[config.mk]
export PLATFORM = sky130hd
export DESIGN_NAME = rf_scoreboard
export DESIGN_NICKNAME = d
export VERILOG_FILES = /design/src/rtl/rf_scoreboard.sv
export SDC_FILE = /design/constraint.sdc
export NUM_CORES = 1
export LEC_CHECK = 0
export CORE_MARGIN = 1
export CORE_UTILIZATION = 29
export DETAILED_ROUTE_END_ITERATION = 10
export DONT_BUFFER_PORTS = 1
export GPL_TIMING_DRIVEN = 0
export MAX_ROUTING_LAYER = met4
export PLACE_DENSITY = 0.55
export RECOVER_POWER = 100
export REMOVE_ABC_BUFFERS = 1
export SLEW_MARGIN = 20
export SYNTH_ARGS = -nofsm -noshare
export SYNTH_HDL_FRONTEND = slang
export SYNTH_SLANG_ARGS = --single-unit
[constraint.sdc]
create_clock -name CLK -period 4.2 [get_ports CLK]
set_input_delay 0.84 -clock CLK [delete_from_list [all_inputs] [get_ports CLK]]
set_output_delay 0.84 -clock CLK [all_outputs]
set_load 0.005 [all_outputs]
[src/rtl/rf_scoreboard.sv]
// Register-write scoreboard: per-register pending-write counters covering
// the window from issue (ID->EX) to retirement (register-file write port).
// Drives the decode-stage STALL for RAW hazards and flags protocol errors.
module rf_scoreboard #(
  parameter int unsigned NREGS = 32,
  parameter int unsigned CNT_W = 2
) (
  input  logic             CLK,
  input  logic             RST_N,
  input  logic             ISSUE_VALID,
  input  logic             ISSUE_WE,
  input  logic [4:0]       ISSUE_RD,
  input  logic             SRC1_USE,
  input  logic [4:0]       SRC1_ADR,
  input  logic             SRC2_USE,
  input  logic [4:0]       SRC2_ADR,
  input  logic             WB_EN,
  input  logic [4:0]       WB_WA,
  output logic             STALL,
  output logic [NREGS-1:0] BUSY_MASK,
  output logic [6:0]       INFLIGHT,
  output logic             ERR
);

  localparam logic [CNT_W-1:0] CNT_MAX = '1;

  logic [CNT_W-1:0] cnt_q [NREGS];
  logic [CNT_W-1:0] cnt_d [NREGS];
  logic [NREGS-1:0] busy_q, busy_d;
  logic [6:0]       inflight_q, inflight_d;
  logic             err_q, err_d;
  logic             stall;
  logic             issue_acc;
  logic             ret_acc;
  logic             same_reg;

  // Decode hold: a used, non-zero source with a pending write. A retirement in
  // the same cycle does not release it; the RF write only lands at the edge.
  always_comb begin
    stall = 1'b0;
    if (SRC1_USE && (SRC1_ADR != '0) && (cnt_q[SRC1_ADR] != '0)) stall = 1'b1;
    if (SRC2_USE && (SRC2_ADR != '0) && (cnt_q[SRC2_ADR] != '0)) stall = 1'b1;
  end

  assign issue_acc = ISSUE_VALID & ~stall & ISSUE_WE & (ISSUE_RD != '0);
  assign ret_acc   = WB_EN & (WB_WA != '0);
  // Issue and retire of the same register cancel out.
  assign same_reg  = issue_acc & ret_acc & (ISSUE_RD == WB_WA);

  // Counter, total and error next-state with saturate/underflow suppression.
  always_comb begin
    cnt_d      = cnt_q;
    inflight_d = inflight_q;
    err_d      = err_q;
    busy_d     = '0;
    if (issue_acc && !same_reg) begin
      if (cnt_q[ISSUE_RD] == CNT_MAX) begin
        err_d = 1'b1;
      end else begin
        cnt_d[ISSUE_RD] = cnt_q[ISSUE_RD] + CNT_W'(1);
        inflight_d      = inflight_d + 7'd1;
      end
    end
    if (ret_acc && !same_reg) begin
      if (cnt_q[WB_WA] == '0) begin
        err_d = 1'b1;
      end else begin
        cnt_d[WB_WA] = cnt_q[WB_WA] - CNT_W'(1);
        inflight_d   = inflight_d - 7'd1;
      end
    end
    for (int unsigned i = 1; i < NREGS; i++) begin
      busy_d[i] = (cnt_d[i] != '0);
    end
  end

  // State registers; reset discards every reservation immediately.
  always_ff @(posedge CLK or negedge RST_N) begin
    if (!RST_N) begin
      cnt_q      <= '{default: '0};
      busy_q     <= '0;
      inflight_q <= '0;
      err_q      <= 1'b0;
    end else begin
      cnt_q      <= cnt_d;
      busy_q     <= busy_d;
      inflight_q <= inflight_d;
      err_q      <= err_d;
    end
  end

  assign STALL     = stall;
  assign BUSY_MASK = busy_q;
  assign INFLIGHT  = inflight_q;
  assign ERR       = err_q;

endmodule

# Word-level counts from Yosys, hierarchy flattened

Index checks and enable logic that the tools add are counted.

Input port bits: 27
Output and inout bits: 41
Register bits after elaboration: 103
Logic and storage cells: 137

Muxes and demuxes: 32
Equal/unequal tests: 2
Bitwise operators: 11
Reduce and logical (&&, ||, !) cells: 47
$lt $le $gt $ge: 6
$add $sub $neg: 4

Operators by type and width:

| operator            | number |
|---|---|
| $mux 64             | 4 |
| $bwmux 64           | 2 |
| $reduce_bool 2->1   | 33 |
| $bmux 2 s5          | 4 |
| $mux 7              | 4 |
| $ge 6x6->1 const B  | 4 |
| $not 5->6           | 4 |
| $demux 2 s5         | 2 |
| $mux 2              | 10 |
| $reduce_bool 5->1   | 4 |
| $lt 6x1->1 const B  | 2 |
| $logic_and 1x1->1   | 8 |
| $add 7x1->7 const B | 1 |
| $sub 7x1->7 const B | 1 |
| $and 1x1->1         | 6 |
| $mux 1              | 6 |
| $eq 5x5->1          | 1 |
| $add 2x1->2 const B | 1 |
| $eq 2x2->1 const B  | 1 |
| $logic_not 2->1     | 1 |
| $sub 2x1->2 const B | 1 |
| $logic_not 1->1     | 1 |
| $not 1->1           | 1 |

# Depth between registers and ports, before layout

Depth after elaboration: 21
Mapped depth: 17
Depth with buffers taken out: 13

# Worst setup path after synthesis

OpenSTA, ideal clock, no wires.

Path kind: input to register
Start point: input ISSUE_RD[0]
End point: register inflight_q[6], in the netlist INFLIGHT[6]
Slack: -0.739 ns
Data arrival time: 4.814 ns
Setup time: 0.125 ns
Stages on the path: 16
Path buffers: 4
Required time: 4.075 ns
Path through: clkbuf_1 mux4_2 mux4_2 mux2i_1 inv_1 clkbuf_1 ha_1 nor4_4 buf_4 buf_4 xnor2_1 ha_1 nand2_1 a2111oi_0 nor3_1 xnor2_1

Cells in the longest elaborated chain, start to end: 10
Elaborated cells on any way between the ends: 18
Those cells by class: 1 x add/sub; 2 x eq/ne; 7 x mux; 4 x bitwise; 4 x reduce/logical

RTL lines:

| element                                                                   | line       | RTL |
|---|---|---|
| from (decl)                                                               | 12         | `input logic [4:0] ISSUE_RD,` |
| $not 5->6 (implied by the code) or $reduce_bool 5->1 (tied branches)      | 57, 45     |  |
| $bmux 2 s5 or $and 1x1->1 (tied branches)                                 | 57, 45     |  |
| $mux 2 (implied by the code) or $and 1x1->1 (tied branches) (2 in series) | 57, 48     |  |
| $eq 2x2->1 or $logic_not 1->1 (tied branches)                             | 57, 56, 64 |  |
| $mux 7 or $logic_and 1x1->1 (tied branches)                               | 57, 56     |  |
| $mux 7                                                                    | 56         | `if (issue_acc && !same_reg) begin` |
| $sub 7x1->7                                                               | 69         | `inflight_d = inflight_d - 7'd1;` |
| $mux 7                                                                    | 65         | `if (cnt_q[WB_WA] == '0) begin` |
| $mux 7 *                                                                  | 64         | `if (ret_acc && !same_reg) begin` |
| net inflight_d[6]                                                         | 30         | `logic [6:0] inflight_q, inflight_d;` |
| to (signal assigned)                                                      | 87         | `inflight_q <= inflight_d;` |
| to (decl)                                                                 | 30         |  |

The timed path passes the listed nets; every way through them passes the cells marked *. The select of a mux whose other input is x is not followed.

# Worst setup path after layout

Start point: input ISSUE_RD[0]
End point: register busy_q[22], in the netlist BUSY_MASK[22]

Cells in the longest elaborated chain, start to end: 12
Elaborated cells on any way between the ends: 26
Those cells by class: 1 x add/sub; 2 x order compare; 2 x eq/ne; 11 x mux; 4 x bitwise; 6 x reduce/logical

RTL lines:

| element                                                           | line   | RTL |
|---|---|---|
| $not 5->6 (implied by the code)                                   | 57, 60 |  |
| $bmux 2 s5, or another cell as far along                          | 57, 60 |  |
| $mux 2 (implied by the code) or $logic_and 1x1->1 (tied branches) | 57, 60 |  |
| $mux 2 (on tied branches)                                         | 57, 60 |  |
| $add 2x1->2 or $demux 2 s5 (tied branches)                        | 60     | `cnt_d[ISSUE_RD] = cnt_q[ISSUE_RD] + CNT_W'(1);` |
| $bwmux 64                                                         | 60     |  |
| $mux 64                                                           | 57     | `if (cnt_q[ISSUE_RD] == CNT_MAX) begin` |
| $mux 64                                                           | 56     |  |
| $bwmux 64                                                         | 68     | `cnt_d[WB_WA] = cnt_q[WB_WA] - CNT_W'(1);` |
| $mux 64                                                           | 65     |  |
| $mux 64 *                                                         | 64     |  |
| $reduce_bool 2->1 *                                               | 73     | `busy_d[i] = (cnt_d[i] != '0);` |
| net busy_d[22]                                                    | 29     | `logic [NREGS-1:0] busy_q, busy_d;` |
| to (signal assigned)                                              | 86     | `busy_q <= busy_d;` |
| to (decl)                                                         | 29     |  |

Marked as above.

==> reports/results.tsv <==
metric	value	unit
final wirelength	25100	microns
core area	0.0252	sq mm
vias in the first global route	6011	
CP max FO	27	
DIE AREA	0.0263	sq mm
syn_area_per_cell	10.3	sq um
run status	complete, no violations	
GRT Util Overall	0.200	
area fraction of the dominant cell type after synthesis	0.347	
cts hold-fix bufs	0	
Worst-Skew Late Latency	370	ps
Pwr Total	5070	uW
Final period util	0.999	
root buffer cell	clkbuf_16	
Final Slew Violations	0	
row cnt	58	
area delta synth->final	10.9	%
Worst-path clk slew	70	ps
vias	6015	
Max Root-Sink Buffers	2	
final design utilization	0.327	
placed cells	1005	
pwr dens	615	mW/mm^2
crit-path cells	mux4_2 > mux4_2 > mux2i_4 > buf_8 > clkinvlp_4 > ha_2 > nor4_4 > buf_6 > buf_6 > nand3b_1 > nor2_2 > mux2_1 > mux2i_1	
ys flop type	dfrtp_1	
Peak VDD IR	0.000269	V
buffers added on ports	0	
Max Cap Viol	0	
Multi-input gate area	0.00475	sq mm
placer congestion estimate	0.906	
die span in x	162	microns
Worst Path Arrival	4470	ps
class of the worst hold path	in2async	
DRT Pass-1 Iters	5	
Final Hold Viols	0	
Yosys reg bits	103	
largest cells by area after synthesis	dfrtp_1 (35%), mux2i_1 (16%), mux4_2 (13%)	
CTS tree	yes	
cells after synthesis	719	
Slew HR	0.246	
worst slew pin tran	1130	ps
fillers	2551	
cells on worst reg2reg path	13	
Final Instance Area	0.00824	sq mm
drt wl/cell	24.2	microns
CP max stage delay	530	ps
maximum number of pins on one net before global-route repair	104	
Sink Count	103	
CTS buffer count	9	
Clock Skew	12.9	ps
max frequency	0.238	GHz
FF-to-FF setup slack	30	ps
RSZ-0062 raised after global routing	true	
H-tree levels	3	
Total Nets Final	733	
Final ANT Viol Nets	0	
most frequent cells in the layout	mux2i_1 (118), dfrtp_1 (103), nor2_1 (72)	
first-pass GRT wire length	37800	microns
register area share after synthesis	0.347	
Ys Warns	0	
final setup fails	0	
initial core utilization	0.295	
Unique masters post-synth	60	
Final Critical Period	4200	ps
post-detail-place hpwl	16900	microns
number of enable flip-flop cells after synthesis	0	
Die Ht	162	microns
Setup TNS Final	0	ps
Congestion Overflow GR	0	
most common cell after layout, fill and taps aside	mux2i_1	
Sequential cell area	0.00258	sq mm
asr flop ratio synth	1.00	
Cell Area, Synth	0.00744	sq mm
drc violations	0	
Synth area leader	dfrtp_1	
CP required	4470	ps
Leak Pwr	0.00335	uW
DR iter-0 viols	618	
layout cells sized above 1	0.197	
post-DR vias/cell	5.80	
I/O Pins	68	
Cell Area, Placed	0.00774	sq mm
worst setup path category	in2reg	
Non-Filler Instances	1037	
Critical-path top delay cell	mux4_2	
initial antenna violation count	1	
Crit. End Element	flip-flop	
Critical Path Start Type	input port	
[synthesized netlist by cell type, types with 7 or more instances]
| master | n |
|---|---|
| a21oi_1 | 35 |
| buf_2 | 7 |
| clkbuf_1 | 35 |
| dfrtp_1 | 103 |
| inv_1 | 10 |
| mux2_1 | 15 |
| mux2_2 | 20 |
| mux2i_1 | 120 |
| mux4_2 | 42 |
| nand2_1 | 53 |
| nand3_1 | 10 |
| nand3b_1 | 11 |
| nor2_1 | 81 |
| nor3_1 | 15 |
| nor3b_1 | 10 |
| nor4_1 | 10 |
| o21ai_0 | 8 |
| o21ai_1 | 8 |
| o22ai_1 | 7 |
| xnor2_1 | 10 |
[area by class of cell]
type,instances,area share
Clock inverter,1,0.000607
Antenna cell,1,0.000304
Timing Repair Buffer,23,0.0234
Inverter,11,0.00592
Clock buffer,14,0.0308
Tap cell,330,0.0501
Multi-Input combinational cell,554,0.576
Sequential cell,103,0.313
[power breakdown]
part	internal, uW	switching [uW]	leakage (uW)
clock network	416	381	0.000127
logic	1060	1280	0.00195
registers	1430	502	0.00127
total	2910	2170	0.00335
[critical path, delay by kind of cell]
kind / cells / cell delay, ps
and+or+nand+nor: 3 / 830
adders and majority gates: 1 / 240
buffers and inverters: 4 / 730
muxes: 5 / 1790
[flip-flops by register name, summed over array words and instances (netlist names)]
| signal | cells |
|---|---|
| ERR | 1 |
| cnt_q | 64 |
| BUSY_MASK | 31 |
| INFLIGHT | 7 |
[per-layer routing]
metal	up-vias	part of all wire	global-route usage
met2	288	0.45	0.298
met5	-	0	-
li1	2636	-	-
met1	3040	0.41	0.251
met4	0	0.028	0.0699
met3	51	0.10	0.0710
[worst paths after layout]
check | endpoint | from
worst max-delay path | BUSY_MASK[22] | ISSUE_RD[0]
min in group CLK | cnt_q[63] | cnt_q[63]
worst min-delay path | cnt_q[45] | RST_N
max in group asynchronous | cnt_q[22] | RST_N
worst min register to register | cnt_q[63] | cnt_q[63]
worst max register to register | BUSY_MASK[22] | cnt_q[40]
[timing repair]
| item | CTS | global route |
|---|---|---|
| setup endpoints to repair | 99 | 52 |
| pin swaps | 3 | 5 |
| resized for setup | 12 | 13 |
| setup buffers | 12 | 3 |
[cell families after synthesis]
| group | after synthesis | share of synthesized area |
|---|---|---|
| and+or+nand+nor | 254 | 0.184 |
| muxes | 197 | 0.342 |
| DFF | 103 | 0.347 |
| AOI/OAI and AO/OA | 84 | 0.0703 |
| buffers and inverters | 62 | 0.0340 |
| xor gates and xnor gates | 14 | 0.0165 |
| adders and majority gates | 4 | 0.00673 |
| other | 1 | 0.000504 |
[stage by stage]
stage          worst slack [ps]  hold WS (ps)
3_3_place_gp              -5470           437
6_report                   4.62           176
4_1_cts                    31.9           161
5_1_grt                   -95.6           165
3_5_place_dp              -1580           442
2_1_floorplan             -1240           407
(Power assumes the default switching activity.)
